**src/rtl/picoblaze_io_bridge.sv**
```systemverilog
// I/O bridge for kcpsm6: output holding registers, registered input mux,
// maskable edge-triggered interrupt controller and key-code pulse decoder.
module picoblaze_io_bridge #(
  parameter int              DW            = 8,
  parameter int              N_OUT         = 4,
  parameter int              N_IN          = 4,
  parameter int              N_IRQ         = 4,
  parameter logic [7:0]      OUT_BASE      = 8'h01,
  parameter logic [7:0]      IN_BASE       = 8'h20,
  parameter logic [7:0]      IRQ_STAT_PORT = 8'h30,
  parameter logic [7:0]      IRQ_MASK_PORT = 8'h31,
  parameter int              KEY_CH        = 0,
  parameter logic [DW-1:0]   KEY_INC       = 8'h1d,
  parameter logic [DW-1:0]   KEY_DEC       = 8'h1b
) (
  input  logic                 clk,
  input  logic                 reset,
  input  logic [7:0]           port_id,
  input  logic [DW-1:0]        out_port,
  input  logic                 write_strobe,
  input  logic                 read_strobe,
  output logic [DW-1:0]        cpu_in_port,
  input  logic [N_IN*DW-1:0]   ext_in,
  output logic [N_OUT*DW-1:0]  out_regs,
  output logic [N_OUT-1:0]     out_valid,
  input  logic [N_IRQ-1:0]     irq_src,
  output logic                 interrupt,
  input  logic                 interrupt_ack,
  output logic [N_IRQ-1:0]     irq_pending,
  output logic                 inc_pulse,
  output logic                 dec_pulse
);

  logic [N_OUT-1:0] wr_hit;
  logic             key_hit;
  logic             stat_wr;
  logic             mask_wr;
  logic [N_IRQ-1:0] irq_prev;
  logic [N_IRQ-1:0] pending;
  logic [N_IRQ-1:0] mask;
  logic             in_service;
  logic [N_IRQ-1:0] irq_edge;
  logic [N_IRQ-1:0] irq_clr;
  logic [N_IRQ-1:0] pending_nxt;
  logic [N_IRQ-1:0] mask_nxt;
  logic             in_service_nxt;
  logic             interrupt_nxt;
  logic [DW-1:0]    rd_data;
  logic             unused_inputs;

  // Reads have no side effects, so the read qualifier is deliberately ignored.
  assign unused_inputs = read_strobe;
  assign irq_pending   = pending;

  always_comb begin
    wr_hit = '0;
    for (int i = 0; i < N_OUT; i++)
      wr_hit[i] = write_strobe && (port_id == OUT_BASE + 8'(i));
  end

  assign key_hit = write_strobe && (port_id == OUT_BASE + 8'(KEY_CH));
  assign stat_wr = write_strobe && (port_id == IRQ_STAT_PORT);
  assign mask_wr = write_strobe && (port_id == IRQ_MASK_PORT);

  // Next-state interrupt values; interrupt is registered from these so that an
  // ack or an ISR clear takes effect on the very next cycle. A new edge beats a clear.
  always_comb begin
    irq_edge       = irq_src & ~irq_prev;
    irq_clr        = stat_wr ? out_port[N_IRQ-1:0] : '0;
    pending_nxt    = (pending & ~irq_clr) | irq_edge;
    mask_nxt       = mask_wr ? out_port[N_IRQ-1:0] : mask;
    in_service_nxt = in_service;
    if (stat_wr)
      in_service_nxt = 1'b0;
    else if (interrupt_ack)
      in_service_nxt = 1'b1;
    interrupt_nxt  = (|(pending_nxt & mask_nxt)) && !in_service_nxt;
  end

  always_comb begin
    rd_data = '0;
    for (int i = 0; i < N_IN; i++)
      if (port_id == IN_BASE + 8'(i))
        rd_data = ext_in[i*DW +: DW];
    if (port_id == IRQ_STAT_PORT)
      rd_data = DW'(pending);
    if (port_id == IRQ_MASK_PORT)
      rd_data = DW'(mask);
  end

  always_ff @(posedge clk or negedge reset) begin
    if (!reset) begin
      out_regs    <= '0;
      out_valid   <= '0;
      cpu_in_port <= '0;
      inc_pulse   <= 1'b0;
      dec_pulse   <= 1'b0;
    end else begin
      for (int i = 0; i < N_OUT; i++)
        if (wr_hit[i])
          out_regs[i*DW +: DW] <= out_port;
      out_valid   <= wr_hit;
      cpu_in_port <= rd_data;
      inc_pulse   <= key_hit && (out_port == KEY_INC);
      dec_pulse   <= key_hit && (out_port == KEY_DEC);
    end
  end

  always_ff @(posedge clk or negedge reset) begin
    if (!reset) begin
      irq_prev   <= '0;
      pending    <= '0;
      mask       <= '0;
      in_service <= 1'b0;
      interrupt  <= 1'b0;
    end else begin
      irq_prev   <= irq_src;
      pending    <= pending_nxt;
      mask       <= mask_nxt;
      in_service <= in_service_nxt;
      interrupt  <= interrupt_nxt;
    end
  end

endmodule
```
**config.mk**
```make
export PLATFORM = sky130hd
export DESIGN_NAME = picoblaze_io_bridge
export DESIGN_NICKNAME = d
export VERILOG_FILES = /design/src/rtl/picoblaze_io_bridge.sv
export SDC_FILE = /design/constraint.sdc
export NUM_CORES = 1
export LEC_CHECK = 0
export CAP_MARGIN = 20
export CELL_PAD_IN_SITES_DETAIL_PLACEMENT = 0
export CELL_PAD_IN_SITES_GLOBAL_PLACEMENT = 1
export CORE_MARGIN = 8
export CORE_UTILIZATION = 33
export DETAILED_ROUTE_END_ITERATION = 7
export PLACE_DENSITY_LB_ADDON = 0.1
export SLEW_MARGIN = 25
export SYNTH_ARGS = -nofsm -noshare
export SYNTH_HDL_FRONTEND = slang
export SYNTH_SLANG_ARGS = --single-unit
```
**constraint.sdc**
```tcl
create_clock -name clk -period 2.09 [get_ports clk]
set_clock_uncertainty 0.2 [all_clocks]
set_input_delay 0.418 -clock clk [delete_from_list [all_inputs] [get_ports clk]]
set_output_delay 0.418 -clock clk [all_outputs]
set_load 0.05 [all_outputs]
```
# --- Yosys cells after proc, flatten, opt, wreduce, memory -nomap -nowiden ---
# Index checks and enable logic that the tools add are counted.
totals:
  reg_bits: 60
  in_bits: 57
  output_inout_bits: 51
  word_cells: 52
classes:
  eq_ne: 12
  n_mux: 10
  bitwise: 6
  n_reduce_logical: 11
op_table:
  columns: ["cell", "n"]
  rows:
  - ["$eq 8x6->1 const B", 6]
  - ["$mux 8", 6]
  - ["$eq 8x2->1 const B", 2]
  - ["$eq 8x5->1 const B", 2]
  - ["$and 4x4->4", 3]
  - ["$logic_and 1x1->1", 9]
  - ["$eq 8x1->1 const B", 1]
  - ["$eq 8x3->1 const B", 1]
  - ["$mux 4", 2]
  - ["$not 4->4", 2]
  - ["$or 4x4->4", 1]
  - ["$reduce_or 4->1", 1]
  - ["$mux 1", 2]
  - ["$logic_not 1->1", 1]

# --- Longest topological paths before layout ---
# Gate-level depths: netlist of run 1.
depth:
  ltp_word: 9
  depth_mapped: 7
  depth_no_buf: 5

# --- Worst setup path after synthesis of run 1 ---
# OpenSTA, ideal clock, no wires.
synth_timing:
  path_kind: "input-to-reg"
  startpoint: "input port port_id[7]"
  endpoint: "register out_regs[11]"
  setup_time_ns: 0.125
  arrival_ns: 1.676
  required_ns: 1.765
  path_slack_ns: 0.090
  cell_stages: 5
  n_path_buf: 1
  path_cell_list: "nor3_2 -> and3b_1 -> buf_4 -> nor3b_2 -> mux2_2"
synth_via:
  elab_chain_cells: 2
synth_lines:
  columns: ["element", "line", "text"]
  rows:
  - ["start: declaration", "18", "input logic [7:0] port_id,"]
  - ["$eq 8x2->1", "58", "wr_hit[i] = write_strobe && (port_id == OUT_BASE + 8'(i));"]
  - ["$logic_and 1x1->1", "58", null]
  - ["end signal: indexed assignment", "101", "out_regs[i*DW +: DW] <= out_port;"]
  - ["end: declaration", "24", "output logic [N_OUT*DW-1:0] out_regs,"]
# No other way between the ends.
# A chain may end at the register's enable or synchronous reset.

# --- Final worst setup path of run 1 ---
layout_timing:
  startpoint: "input port port_id[2]"
  endpoint: "register inc_pulse"
layout_via:
  elab_chain_cells: 3
layout_lines:
  columns: ["element", "line", "text"]
  rows:
  - ["$eq 8x1->1", "61", "assign key_hit = write_strobe && (port_id == OUT_BASE + 8'(KEY_CH));"]
  - ["$logic_and 1x1->1", "61", null]
  - ["$logic_and 1x1->1", "104", "inc_pulse <= key_hit && (out_port == KEY_INC);"]
  - ["end signal: assignment", "104", null]
  - ["end: declaration", "30", "output logic inc_pulse,"]
# No other way between the ends.

==> out/qor.txt, run 1 <==
minimum clock period - 2.06 ns
hpwl dp - 6260 um
critical path depth in cells - 6
Hold Path Class - reg -> reg
CTS tree - built
1st-pass router iterations - 4
Critical Path RT - 2.15 ns
Mapped Area - 2680 sq um
first-pass GRT wire length - 13400 um
CTS Buf Count - 9
CTS H-tree depth - 3
CTS sink cnt - 60
Chip Height - 106 um
final setup TNS - 0 ns
vias after detailed routing - 2286
status - completed
Final Cycle Share - 0.984
Post-Layout Cell Count - 469
WL final - 8220 um
Area growth syn-to-layout - 61.5%
Setup Crit Path Kind - in -> reg
crit-path max FO - 3
drt wl/cell - 17.5 um
crit path buf inv count - 2
# rows - 33
DRC - 0
R2R depth - 5
clk slew on worst S/H paths - 0.07 ns
Clock Latency Late Sink - 0.33 ns
sequential power share - 0.443
aggregate global routing overflow - 0
Initial Util - 0.332
Clock Root Buffer - clkbuf_8
net switching power - 766 uW
Chip Width - 106 um
sw frac - 0.278
Gate power share - 0.176
Antenna Nets Post-Route - 0
register area - 1500 sq um
nets@finish - 416
layout cell share with drive strength beyond 1 - 0.442
CP Launch Type - input port
initial antenna violation count - 0
total track usage - 0.150
setup violators final - 0
Cells after Synth - 209
vias in the first global route - 2489
critical-path cell list - clkdlybuf4s50_1, nor3_4, buf_4, nand3_4, or4_4, nor3b_2
routability cong. - 0.770
slowest cell delay on critical path - 0.56 ns
Fillers - 750
delay-heaviest family, CP - simple AND/OR/NAND/NOR gates
Cells after DPL - 450
Max Cap Viol - 0
Mapped Avg Cell Area - 12.8 sq um
worst-margin pin slew - 0.534 ns
Leak - 0.00210 uW
Starting DRT DRC Count - 66
Max Slew Vio Count - 0
slowest CP cell - or4_4
Slew Limit Headroom - 0.644
fmax - 0.486 GHz
final hold vios - 0
Int Power - 1990 uW
# diodes - 0
R2R Setup Slk - 0.46 ns
PortBufs - 106
area of the multi-input gates - 1150 sq um
Netlist cell types - 39
Placeable Area - 8050 sq um
#FFs+latches synth - 60
Hold Slack - 0.310 ns
Mapped Nets - 266
Setup crit end kind - flip-flop
PD cells - 638 nW/um^2
Synthesis Warnings - 0
Clock Power Share - 0.381
register area share after synthesis - 0.561
total I/O pin count - 108
Max clock buf depth - 2
via/cell ratio - 4.87
Worst Path Arrival - 2.12 ns
largest net degree at the start of global routing - 25
Power Total - 2760 uW
fin util - 0.537
Hold Path Cell Cnt - 1
worst vdd ir - 527 uV
DIE AREA - 11200 sq um
## worst register-to-register path: stages (launching register included)
cell and delay, ns:
dfrtp_1 0.37, nor2b_1 0.23, o22a_1 0.18, o21ai_0 0.06
or3_1 0.34, a41oi_2 0.17
## stage by stage
stage                     setup WS [ns]  cell area [sq um]
after CTS                       0.00303               4260
final                            0.0333               4320
after floorplan                  0.0896               2680
after detailed placement         -0.372               4050
after global placement           -0.366               4050
after global routing            -0.0165               4320
## worst paths after layout
path,from,to
min,out_regs[24]$_DFFE_PN0P_,out_regs[24]$_DFFE_PN0P_
max,port_id[2],inc_pulse$_DFF_PN0_
min in group asynchronous,reset,irq_prev[0]$_DFF_PN0_
max reg2reg,irq_prev[0]$_DFF_PN0_,interrupt$_DFF_PN0_
max in group asynchronous,reset,mask[1]$_DFF_PN0_
min reg2reg,out_regs[24]$_DFFE_PN0P_,out_regs[24]$_DFFE_PN0P_
## sequential cells by signal, summed over array words and instances (netlist names)
register and count:
irq_prev 4, cpu_in_port 8, irq_pending 4, mask 4, out_regs 32, in_service 1
out_valid 4, dec_pulse 1, interrupt 1, inc_pulse 1
## repair_timing
item,in CTS,in global routing
hold endpoints to repair,17,0
setup endpoints to repair,5,24
buffers inserted,0,2
resized for setup,3,11
pin swaps,0,5
hold buffers,1,0
## cells in the mapped netlist
library cell,n,share of area
or3_1,3,0.0070
nor2b_1,6,0.014
o21ai_0,6,0.011
nor2_1,9,0.013
a221oi_1,4,0.013
nor3b_1,1,0.0028
a21oi_1,6,0.011
and4bb_2,1,0.0047
and3b_1,1,0.0033
o31ai_1,1,0.0028
buf_4,1,0.0028
mux2i_1,3,0.011
buf_1,1,0.0014
nand4b_1,1,0.0033
o22a_1,4,0.013
a211oi_1,4,0.011
nand3_4,1,0.0065
clkbuf_1,3,0.0042
and3_1,4,0.0093
mux2_2,37,0.16
a41oi_1,1,0.0033
a22o_1,2,0.0065
nor3_2,2,0.0075
o32ai_1,1,0.0033
o221ai_1,1,0.0033
nor4bb_1,3,0.011
buf_2,5,0.0093
inv_1,1,0.0014
a21o_1,4,0.011
a21boi_0,1,0.0028
clkbuf_2,2,0.0037
a22oi_1,8,0.022
and4b_1,2,0.0075
nand4_1,1,0.0023
or4_4,1,0.0042
nor3b_2,4,0.019
nand2_1,12,0.017
nand3_1,1,0.0019
dfrtp_1,60,0.56
## cells by family (layout without fill, tap and decap cells)
logic type	Yosys count	in the layout	share of synthesized area
compound gates	43	43	0.115
mux	40	40	0.167
buf+inv	13	168	0.0229
simple gates	53	53	0.134
flops	60	60	0.561
## per-layer routing
layer / part of all wire / wire [um] / global-route usage / up-vias
li1: - / - / - / 1087
met1: 0.47 / 3860 / 0.190 / 1103
met2: 0.44 / 3630 / 0.231 / 83
met3: 0.071 / 588 / 0.0526 / 13
met4: 0.017 / 139 / 0.0593 / 0
met5: 0 / 0 / 0 / -
## power groups by stage
| stage | clock network (uW) | logic, uW | registers (uW) |
|---|---|---|---|
| after floorplan | 0 | 97.1 | 1360 |
| after global placement | 0 | 481 | 1240 |
| after detailed placement | 0 | 483 | 1240 |
| after CTS | 1080 | 487 | 1220 |
| after global routing | 1140 | 518 | 1230 |
| final | 1050 | 485 | 1220 |
## final cells by class
cell class | instances | share of cell area
clock inverter | 7 | 0.0177
clock buffer | 9 | 0.0287
sequential | 60 | 0.347
inverter | 1 | 0.000868
multi-input combinational | 136 | 0.265
timing repair buffer | 151 | 0.310
tap | 105 | 0.0304
## cells in the final DEF, fill, tap and decap left out, drive strengths merged, types with 2 or more instances in the layout
master         count
a22oi              8
inv                2
a21o               4
clkdlybuf4s50     50
clkinv             4
a21oi              6
mux2              37
buf               94
nor4bb             3
o22a               4
a211oi             4
and4b              2
dfrtp             60
clkbuf             9
mux2i              3
dlymetal6s2s       5
a22o               2
and3               4
nor3               2
or3                3
nand2             12
nand3              2
nor2               9
o21ai              6
nor3b              5
a221oi             4
nor2b              6
Note: power is estimated with default switching activity, not from simulation.
==> run 2: changes to the inputs <==
Settings changed: HOLD_SLACK_MARGIN set to 0.02.
==> results of run 2 <==
Same layout as run 1: the final DEF is identical, and so are final timing and power.
